## src/rtl/freq_meter_if.sv

```systemverilog
// Result/handshake bundle for freq_meter: measured input, consumer ack and the result flags.
interface freq_meter_if #(
    parameter int WIDTH = 32
);
    logic             sig_in;
    logic             ack;
    logic [WIDTH-1:0] period;
    logic [WIDTH-1:0] high_time;
    logic             valid;
    logic             overrun;
    logic             timeout;

    // master: the meter itself; slave: the consumer/stimulus side
    modport master (
        input  sig_in,
        input  ack,
        output period,
        output high_time,
        output valid,
        output overrun,
        output timeout
    );

    modport slave (
        output sig_in,
        output ack,
        input  period,
        input  high_time,
        input  valid,
        input  overrun,
        input  timeout
    );
endinterface

```

## src/rtl/freq_meter.sv

```systemverilog
// Period/high-time meter for a slow async square wave, counted in clk cycles.
// Result visible 3 edges after the sampled sig_in edge; an unacked result blocks new ones and sets overrun.
module freq_meter #(
    parameter int               WIDTH   = 32,
    parameter logic [WIDTH-1:0] TIMEOUT = WIDTH'(100_000_000)
) (
    input  logic          clk,
    input  logic          clr,
    freq_meter_if.master  bus
);
    typedef enum logic {
        IDLE    = 1'b0,
        MEASURE = 1'b1
    } state_t;

    localparam logic [WIDTH-1:0] ONE     = WIDTH'(1);
    localparam logic [WIDTH-1:0] TO_LAST = TIMEOUT - ONE;

    state_t           state;
    state_t           state_nxt;
    logic             s1;
    logic             s2;
    logic             s2_d;
    logic             rise;
    logic             fall;
    logic [WIDTH-1:0] cnt;
    logic [WIDTH-1:0] cnt_nxt;
    logic [WIDTH-1:0] hi_cnt;
    logic             hi_seen;
    logic             time_hit;
    logic             new_res;
    logic             hi_capture;
    logic [WIDTH-1:0] period_q;
    logic [WIDTH-1:0] high_time_q;
    logic             valid_q;
    logic             overrun_q;
    logic             timeout_q;

    always_ff @(posedge clk) begin
        if (!clr) begin
            s1   <= 1'b0;
            s2   <= 1'b0;
            s2_d <= 1'b0;
        end else begin
            s1   <= bus.sig_in;
            s2   <= s1;
            s2_d <= s2;
        end
    end

    assign rise = s2 & ~s2_d;
    assign fall = ~s2 & s2_d;

    always_comb begin
        state_nxt  = state;
        new_res    = 1'b0;
        hi_capture = 1'b0;
        cnt_nxt    = cnt;
        // IDLE may enter with cnt already saturated at TIMEOUT after a MEASURE timeout
        if (state == IDLE) begin
            time_hit = !rise && (cnt >= TO_LAST);
        end else begin
            time_hit = !rise && (cnt == TO_LAST);
        end

        if (rise) begin
            cnt_nxt = ONE;
        end else if (time_hit) begin
            cnt_nxt = (state == IDLE) ? '0 : TIMEOUT;
        end else if (cnt < TIMEOUT) begin
            cnt_nxt = cnt + ONE;
        end

        case (state)
            IDLE: begin
                if (rise) begin
                    state_nxt = MEASURE;
                end
            end
            MEASURE: begin
                hi_capture = fall && !hi_seen;
                if (rise) begin
                    new_res = 1'b1;
                end else if (time_hit) begin
                    state_nxt = IDLE;
                end
            end
            default: state_nxt = IDLE;
        endcase
    end

    always_ff @(posedge clk) begin
        if (!clr) begin
            state   <= IDLE;
            cnt     <= '0;
            hi_cnt  <= '0;
            hi_seen <= 1'b0;
        end else begin
            state <= state_nxt;
            cnt   <= cnt_nxt;
            if (rise) begin
                hi_seen <= 1'b0;
            end else if (hi_capture) begin
                hi_cnt  <= cnt;
                hi_seen <= 1'b1;
            end
        end
    end

    always_ff @(posedge clk) begin
        if (!clr) begin
            period_q    <= '0;
            high_time_q <= '0;
            valid_q     <= 1'b0;
            overrun_q   <= 1'b0;
            timeout_q   <= 1'b0;
        end else begin
            if (new_res) begin
                // an ack in the same cycle frees the slot for the new result
                if (!valid_q || bus.ack) begin
                    period_q    <= cnt;
                    high_time_q <= hi_seen ? hi_cnt : cnt;
                    valid_q     <= 1'b1;
                    timeout_q   <= 1'b0;
                end else begin
                    overrun_q <= 1'b1;
                end
            end else if (valid_q && bus.ack) begin
                valid_q <= 1'b0;
            end
            if (time_hit) begin
                timeout_q <= 1'b1;
            end
        end
    end

    assign bus.period    = period_q;
    assign bus.high_time = high_time_q;
    assign bus.valid     = valid_q;
    assign bus.overrun   = overrun_q;
    assign bus.timeout   = timeout_q;
endmodule
```

## src/flat_wrapper.sv

```systemverilog
// flat-port wrapper written by rule: the top's interface ports become plain ports
module freq_meter_flat 
#(
    parameter int               WIDTH   = 32,
    parameter logic [WIDTH-1:0] TIMEOUT = WIDTH'(100_000_000)
)
  (clk, clr, bus_sig_in, bus_ack, bus_period, bus_high_time, bus_valid, bus_overrun, bus_timeout);
  freq_meter_if #(.WIDTH(WIDTH)) bus_i ();
  input  logic clk;
  input  logic clr;
  input wire logic [$bits(bus_i.sig_in)-1:0] bus_sig_in;
  input wire logic [$bits(bus_i.ack)-1:0] bus_ack;
  output wire logic [$bits(bus_i.period)-1:0] bus_period;
  output wire logic [$bits(bus_i.high_time)-1:0] bus_high_time;
  output wire logic [$bits(bus_i.valid)-1:0] bus_valid;
  output wire logic [$bits(bus_i.overrun)-1:0] bus_overrun;
  output wire logic [$bits(bus_i.timeout)-1:0] bus_timeout;
  assign bus_i.sig_in = bus_sig_in;
  assign bus_i.ack = bus_ack;
  assign bus_period = bus_i.period;
  assign bus_high_time = bus_i.high_time;
  assign bus_valid = bus_i.valid;
  assign bus_overrun = bus_i.overrun;
  assign bus_timeout = bus_i.timeout;
  freq_meter #(.WIDTH(WIDTH), .TIMEOUT(TIMEOUT)) u_core (.clk(clk), .clr(clr), .bus(bus_i));
endmodule
```

## config.mk

```make
export PLATFORM = sky130hd
export DESIGN_NAME = freq_meter_flat
export DESIGN_NICKNAME = d
export VERILOG_FILES = /design/src/rtl/freq_meter_if.sv /design/src/rtl/freq_meter.sv /design/src/flat_wrapper.sv
export SDC_FILE = /design/constraint.sdc
export NUM_CORES = 1
export LEC_CHECK = 0
export CAP_MARGIN = 0
export CORE_ASPECT_RATIO = 0.5
export CORE_MARGIN = 3
export CORE_UTILIZATION = 50
export CTS_CLUSTER_SIZE = 20
export DETAILED_ROUTE_END_ITERATION = 8
export PLACE_DENSITY = 0.76
export SYNTH_ARGS = -nofsm -noshare
export SYNTH_HDL_FRONTEND = slang
export SYNTH_SLANG_ARGS = --single-unit
```

## constraint.sdc

```tcl
create_clock -name clk -period 2.2 [get_ports clk]
set_clock_uncertainty 0.2 [all_clocks]
set_input_delay 0.22 -clock clk [delete_from_list [all_inputs] [get_ports clk]]
set_output_delay 0.22 -clock clk [all_outputs]
set_load 0.03 [all_outputs]
```

# Yosys cells after proc, flatten, opt, wreduce, memory -nomap -nowiden
# Index checks and enable logic that the tools add are counted.
[op_classes] add_sub_neg=1 magnitude_cmp=2 eq_ne=2 n_mux=18 bitwise_logic=8 reduce_logical=19
[ops] cell="32-bit 2-to-1 mux" count=3
[ops] cell="32-bit by 1-bit adder with 32-bit output (second input constant)" count=1
[ops] cell="32-bit by 27-bit == test with 1-bit output (second input constant)" count=1
[ops] cell="32-bit by 27-bit greater-or-equal comparator with 1-bit output (second input constant)" count=1
[ops] cell="32-bit by 27-bit less-than comparator with 1-bit output (second input constant)" count=1
[ops] cell="27-bit 2-to-1 mux" count=1
[ops] cell="1-bit 2-to-1 mux" count=13
[ops] cell="2-bit AND reduction" count=5
[ops] cell="2-bit nonzero test" count=4
[ops] cell="1-bit inverter" count=6
[ops] cell="1-bit logical AND" count=4
[ops] cell="1-bit zero test" count=3
[ops] cell="3-bit nonzero test" count=1
[ops] cell="1-bit bitwise AND" count=2
[ops] cell="2-bit inequality test (second input constant)" count=1
[ops] cell="1-bit case mux with 2 select lines" count=1
[ops] cell="2-bit OR reduction" count=1
[ops] cell="1-bit logical OR" count=1
[word_totals] regBits=136 inputBits=4 out_inout_bits=67 word_cells=63

# Longest topological paths before layout
[depth] ltp_word=8 mapped_depth=10

# Least setup slack after synthesis
# OpenSTA, ideal clock, no wires.
[synth_path] kind="reg-to-reg" start="register u_core.cnt[18]" end="register u_core.cnt[18]" t_arrival_ns=2.126 required_ns=1.941 setup_slack_ns=-0.185 path_stages_with_launch=10 path_buffers=3 path_cell_list="dfxtp_1 > clkbuf_8 > nand4bb_1 > or3_1 > buf_6 > or4_4 > buf_6 > a211oi_4 > a22o_1 > a31o_1"
[synth_between] elab_chain_cells=4 word_cells_on_any_way=10 cone_classes="add/sub: 1; order compare: 2; eq/ne: 1; mux: 3; reduce/logical: 3"
[synth_rtl] item="from (decl)" line_no="freq_meter.sv:26" source="logic [WIDTH-1:0] cnt;"
[synth_rtl] item="from (signal assigned)" line_no="freq_meter.sv:100" source="cnt <= cnt_nxt;"
[synth_rtl] item="32-bit by 27-bit greater-or-equal comparator with 1-bit output or 32-bit by 27-bit == test with 1-bit output (tied branches)" line_no="freq_meter.sv:61, freq_meter.sv:63"
[synth_rtl] item="1-bit logical AND, on equally long branches" line_no="freq_meter.sv:61, freq_meter.sv:63"
[synth_rtl] item="1-bit 2-to-1 mux" line_no="freq_meter.sv:60" source="if (state == IDLE) begin"
[synth_rtl] item="32-bit 2-to-1 mux or 2-bit nonzero test (tied branches)"
# Several ways; a longest one is shown, not always the timed one. The select of a mux whose other input is x is not followed.
# A chain may end at the register's enable or synchronous reset.

# Worst setup path in the final report
[layout_path] start="register u_core.cnt[22]" end="register u_core.cnt[23]"
# Same word-level chain as after synthesis.

==> impl_metrics.env <==
export IMPL_path_max_fanout=6
export IMPL_cap_violations=0
export IMPL_violations="negative setup slack"
export IMPL_hold_viol=0
export IMPL_via_count=5618
export IMPL_pwr_share_comb=0.038
export IMPL_grt_max_degree=53
export IMPL_cp_buffers_inverters=1
export IMPL_synth_edf_count=0
export IMPL_syn_area_per_cell_um2=8.521
export IMPL_rsz0062_at_grt="yes"
export IMPL_cts_tree="built"
export IMPL_start_util=0.5256
export IMPL_clk_latency_ps=410
export IMPL_synth_cells=696
export IMPL_p_sw_uw=1274
export IMPL_wl_per_cell_um=17.93
export IMPL_arrival_ps=2440
export IMPL_post_place_cells=969
export IMPL_dpl_cell_area_um2=7411
export IMPL_crit_path_max_incr_delay_ps=660
export IMPL_netSwitchingFraction=0.2314
export IMPL_setup_ws_ps=-95.72
export IMPL_grt_first_pass_wirelength_um=28790
export IMPL_fmax_mhz=435.6
export IMPL_core_area_um2=11280
export IMPL_clkSlewWorstSetupHoldPaths_ps=60
export IMPL_antenna_found_initial=0
export IMPL_ys_seq_area_frac=0.4591
export IMPL_ios=71
export IMPL_firstDrtPassIters=5
export IMPL_first_global_vias=5356
export IMPL_crit_type="flip-flop to flip-flop"
export IMPL_gp_congestion=0.9840
export IMPL_power_static_leakage_uw=0.002936
export IMPL_syn_area_um2=5931
export IMPL_numClockSinks=136
export IMPL_initialDrtViolationCount=434
export IMPL_dp_worst_setup_slack_ps=-232.9
export IMPL_htree_levels=4
export IMPL_cts_hold_buf=0
export IMPL_ir_drop_mv=0.4608
export IMPL_die_h_um=83.01
export IMPL_max_slew_margin=0.5286
export IMPL_ys_warn_count=0
export IMPL_layoutNonFillerInstCount=1015
export IMPL_p_seq_frac=0.452
export IMPL_async_flop_share=0
export IMPL_tightestPinTransition_ps=704.4
export IMPL_max_clock_path_buffers=2
export IMPL_worstSetupStartpointType="flip-flop"
export IMPL_dpl_hpwl_um=12100
export IMPL_critical_path_endpoint_type="flip-flop"
export IMPL_area_growth_pct=42.26
export IMPL_overflow=0
export IMPL_antenna_cells=0
export IMPL_period_needed_ps=2296
export IMPL_grtUsageTotal=0.2700
export IMPL_power_density_nw_per_um2=652.3
export IMPL_dieArea_um2=13280
export IMPL_synth_seq_cells=136
export IMPL_cp_cell_sequence="and4_4, nand3_2, or4_4, a211oi_4, buf_4, a2bb2oi_2"
export IMPL_syn_nets=701
export IMPL_synth_cell_types=66
export IMPL_drv_slew=0
export IMPL_nets=850
export IMPL_synth_ff_type="dfxtp_1"
export IMPL_pwr_share_clk=0.510
export IMPL_viasPerCell=5.535
export IMPL_fin_crit_sh=1.044
export IMPL_slowest_stage="or4_4"
export IMPL_critPathRequiredTime_ps=2350
export IMPL_final_area_um2=8437
export IMPL_crit_family="simple AND/OR/NAND/NOR gates"
export IMPL_reg2reg_slack_ps=-100
export IMPL_port_buffers=70
export IMPL_cts_buffers=17
export IMPL_die_x_um=160.0
export IMPL_p_int_uw=4229
export IMPL_drive_above_1_share=0.2617
export IMPL_postRouteAntennaNets=0
export IMPL_setup_violations=27
export IMPL_min_path_type="input port to flip-flop"
export IMPL_drc=0
export IMPL_rows=27
export IMPL_setup_tns_ps=-1550
export IMPL_wl_um=18200
export IMPL_holdWs_ps=198.0
export IMPL_cts_root_buffer="clkbuf_16"
export IMPL_outcome="finished, violations left"
[power groups by stage]
stage | logic [uW] | registers, uW | clock network (uW)
after floorplan | 104 | 2560 | 0
after global placement | 195 | 2540 | 0
after detailed placement | 196 | 2540 | 0
after CTS | 201 | 2490 | 2830
after global routing | 219 | 2490 | 2960
final | 206 | 2490 | 2810
[sequential cells by signal, indices dropped and copies added, names as in the netlist]
signal and cells:
u_core.bus.timeout 1, u_core.s1 1, u_core.state 1, u_core.bus.valid 1
u_core.bus.high_time 32, u_core.s2 1, u_core.bus.period 32, u_core.cnt 32
u_core.hi_seen 1, u_core.bus.overrun 1, u_core.s2_d 1, u_core.hi_cnt 32
[cell usage after synthesis (3+ instances only)]
cell	count	area share
nand2_1	154	0.097
dfxtp_1	136	0.46
nor2_1	58	0.037
a21boi_0	44	0.056
clkbuf_1	38	0.024
a21oi_1	28	0.024
mux2i_1	27	0.046
a211oi_1	26	0.033
nand3_1	23	0.019
o21ai_0	11	0.0093
xnor2_1	11	0.016
nor3_1	10	0.0084
nand4_1	9	0.0095
and3_1	8	0.0084
buf_2	8	0.0068
inv_1	8	0.0051
and2_1	7	0.0074
nor4_1	7	0.0074
o211ai_1	7	0.0089
xor2_1	5	0.0074
a31oi_1	4	0.0042
buf_1	4	0.0025
buf_6	4	0.0076
o211a_1	4	0.0068
and4_1	3	0.0044
[final timing paths]
path	from	to	cells past startpoint
max reg2reg	u_core.cnt[22]	u_core.cnt[23]	6
max	u_core.cnt[22]	u_core.cnt[23]	6
min reg2reg	u_core.bus.period[30]	u_core.bus.period[30]	2
min	bus_sig_in	u_core.s1	2
[worst register-to-register path, stage by stage (launching register included)]
cell	delay, ps
dfxtp_1	330
and4_4	280
nand3_2	160
or4_4	660
a211oi_4	320
buf_4	170
a2bb2oi_2	120
[cells in the final DEF, fill, tap and decap left out, types with 5 or more instances in the layout]
| cell type | netlist | layout |
|---|---|---|
| nand2_1 | 154 | 153 |
| dfxtp_1 | 136 | 122 |
| buf_4 | 1 | 96 |
| clkdlybuf4s50_1 | 0 | 70 |
| nor2_1 | 58 | 57 |
| a21boi_0 | 44 | 43 |
| mux2i_1 | 27 | 27 |
| a211oi_1 | 26 | 25 |
| a21oi_1 | 28 | 24 |
| buf_6 | 4 | 19 |
| nand3_1 | 23 | 17 |
| clkbuf_16 | 0 | 17 |
| dfxtp_2 | 0 | 14 |
| xnor2_1 | 11 | 11 |
| nand4_1 | 9 | 9 |
| inv_1 | 8 | 8 |
| and3_1 | 8 | 7 |
| o211ai_1 | 7 | 7 |
| and2_1 | 7 | 6 |
| nor3_1 | 10 | 6 |
| o21ai_0 | 11 | 6 |
| nand3_2 | 0 | 5 |
| nor4_4 | 2 | 5 |
| xor2_1 | 5 | 5 |
[routing by layer]
metal	track usage	wire (um)	vias up
li1	-	-	2702
met5	0	0	-
met1	0.3830	8932	2732
met4	0.05906	111	0
met2	0.4252	8262	173
met3	0.05680	889	11
[kinds of logic after synthesis]
family | after synthesis | synth area share
mux | 27 | 0.04557
compound gates | 146 | 0.1764
flops | 136 | 0.4591
fa+ha+maj | 1 | 0.002109
simple gates | 301 | 0.2342
buf+inv | 69 | 0.05907
xor+xnor | 16 | 0.02363
[timing repair]
item | in CTS | in global routing
gates resized for setup | 38 | 46
pin swaps | 20 | 24
setup buffers | 12 | 5
endpoints found under the setup margin | 33 | 34
[final cells by class]
class	count	area [um^2]
Timing Repair Buffer	189	1715
Multi-Input combinational cell	491	3171
Tap cell	159	198.9
Clock buffer	17	425.4
Sequential cell	136	2740
Inverter	10	37.54
Clock inverter	13	148.9
Fill cell	854	2846
[metrics by stage]
step / util / power [uW]
4_1_cts: 0.7297 / 5525
3_5_place_dp: 0.6568 / 2740
2_1_floorplan: - / 2663
3_3_place_gp: 0.6568 / 2738
6_report: 0.7477 / 5503
5_1_grt: 0.7477 / 5669
Note: power is estimated with default switching activity, not from simulation.
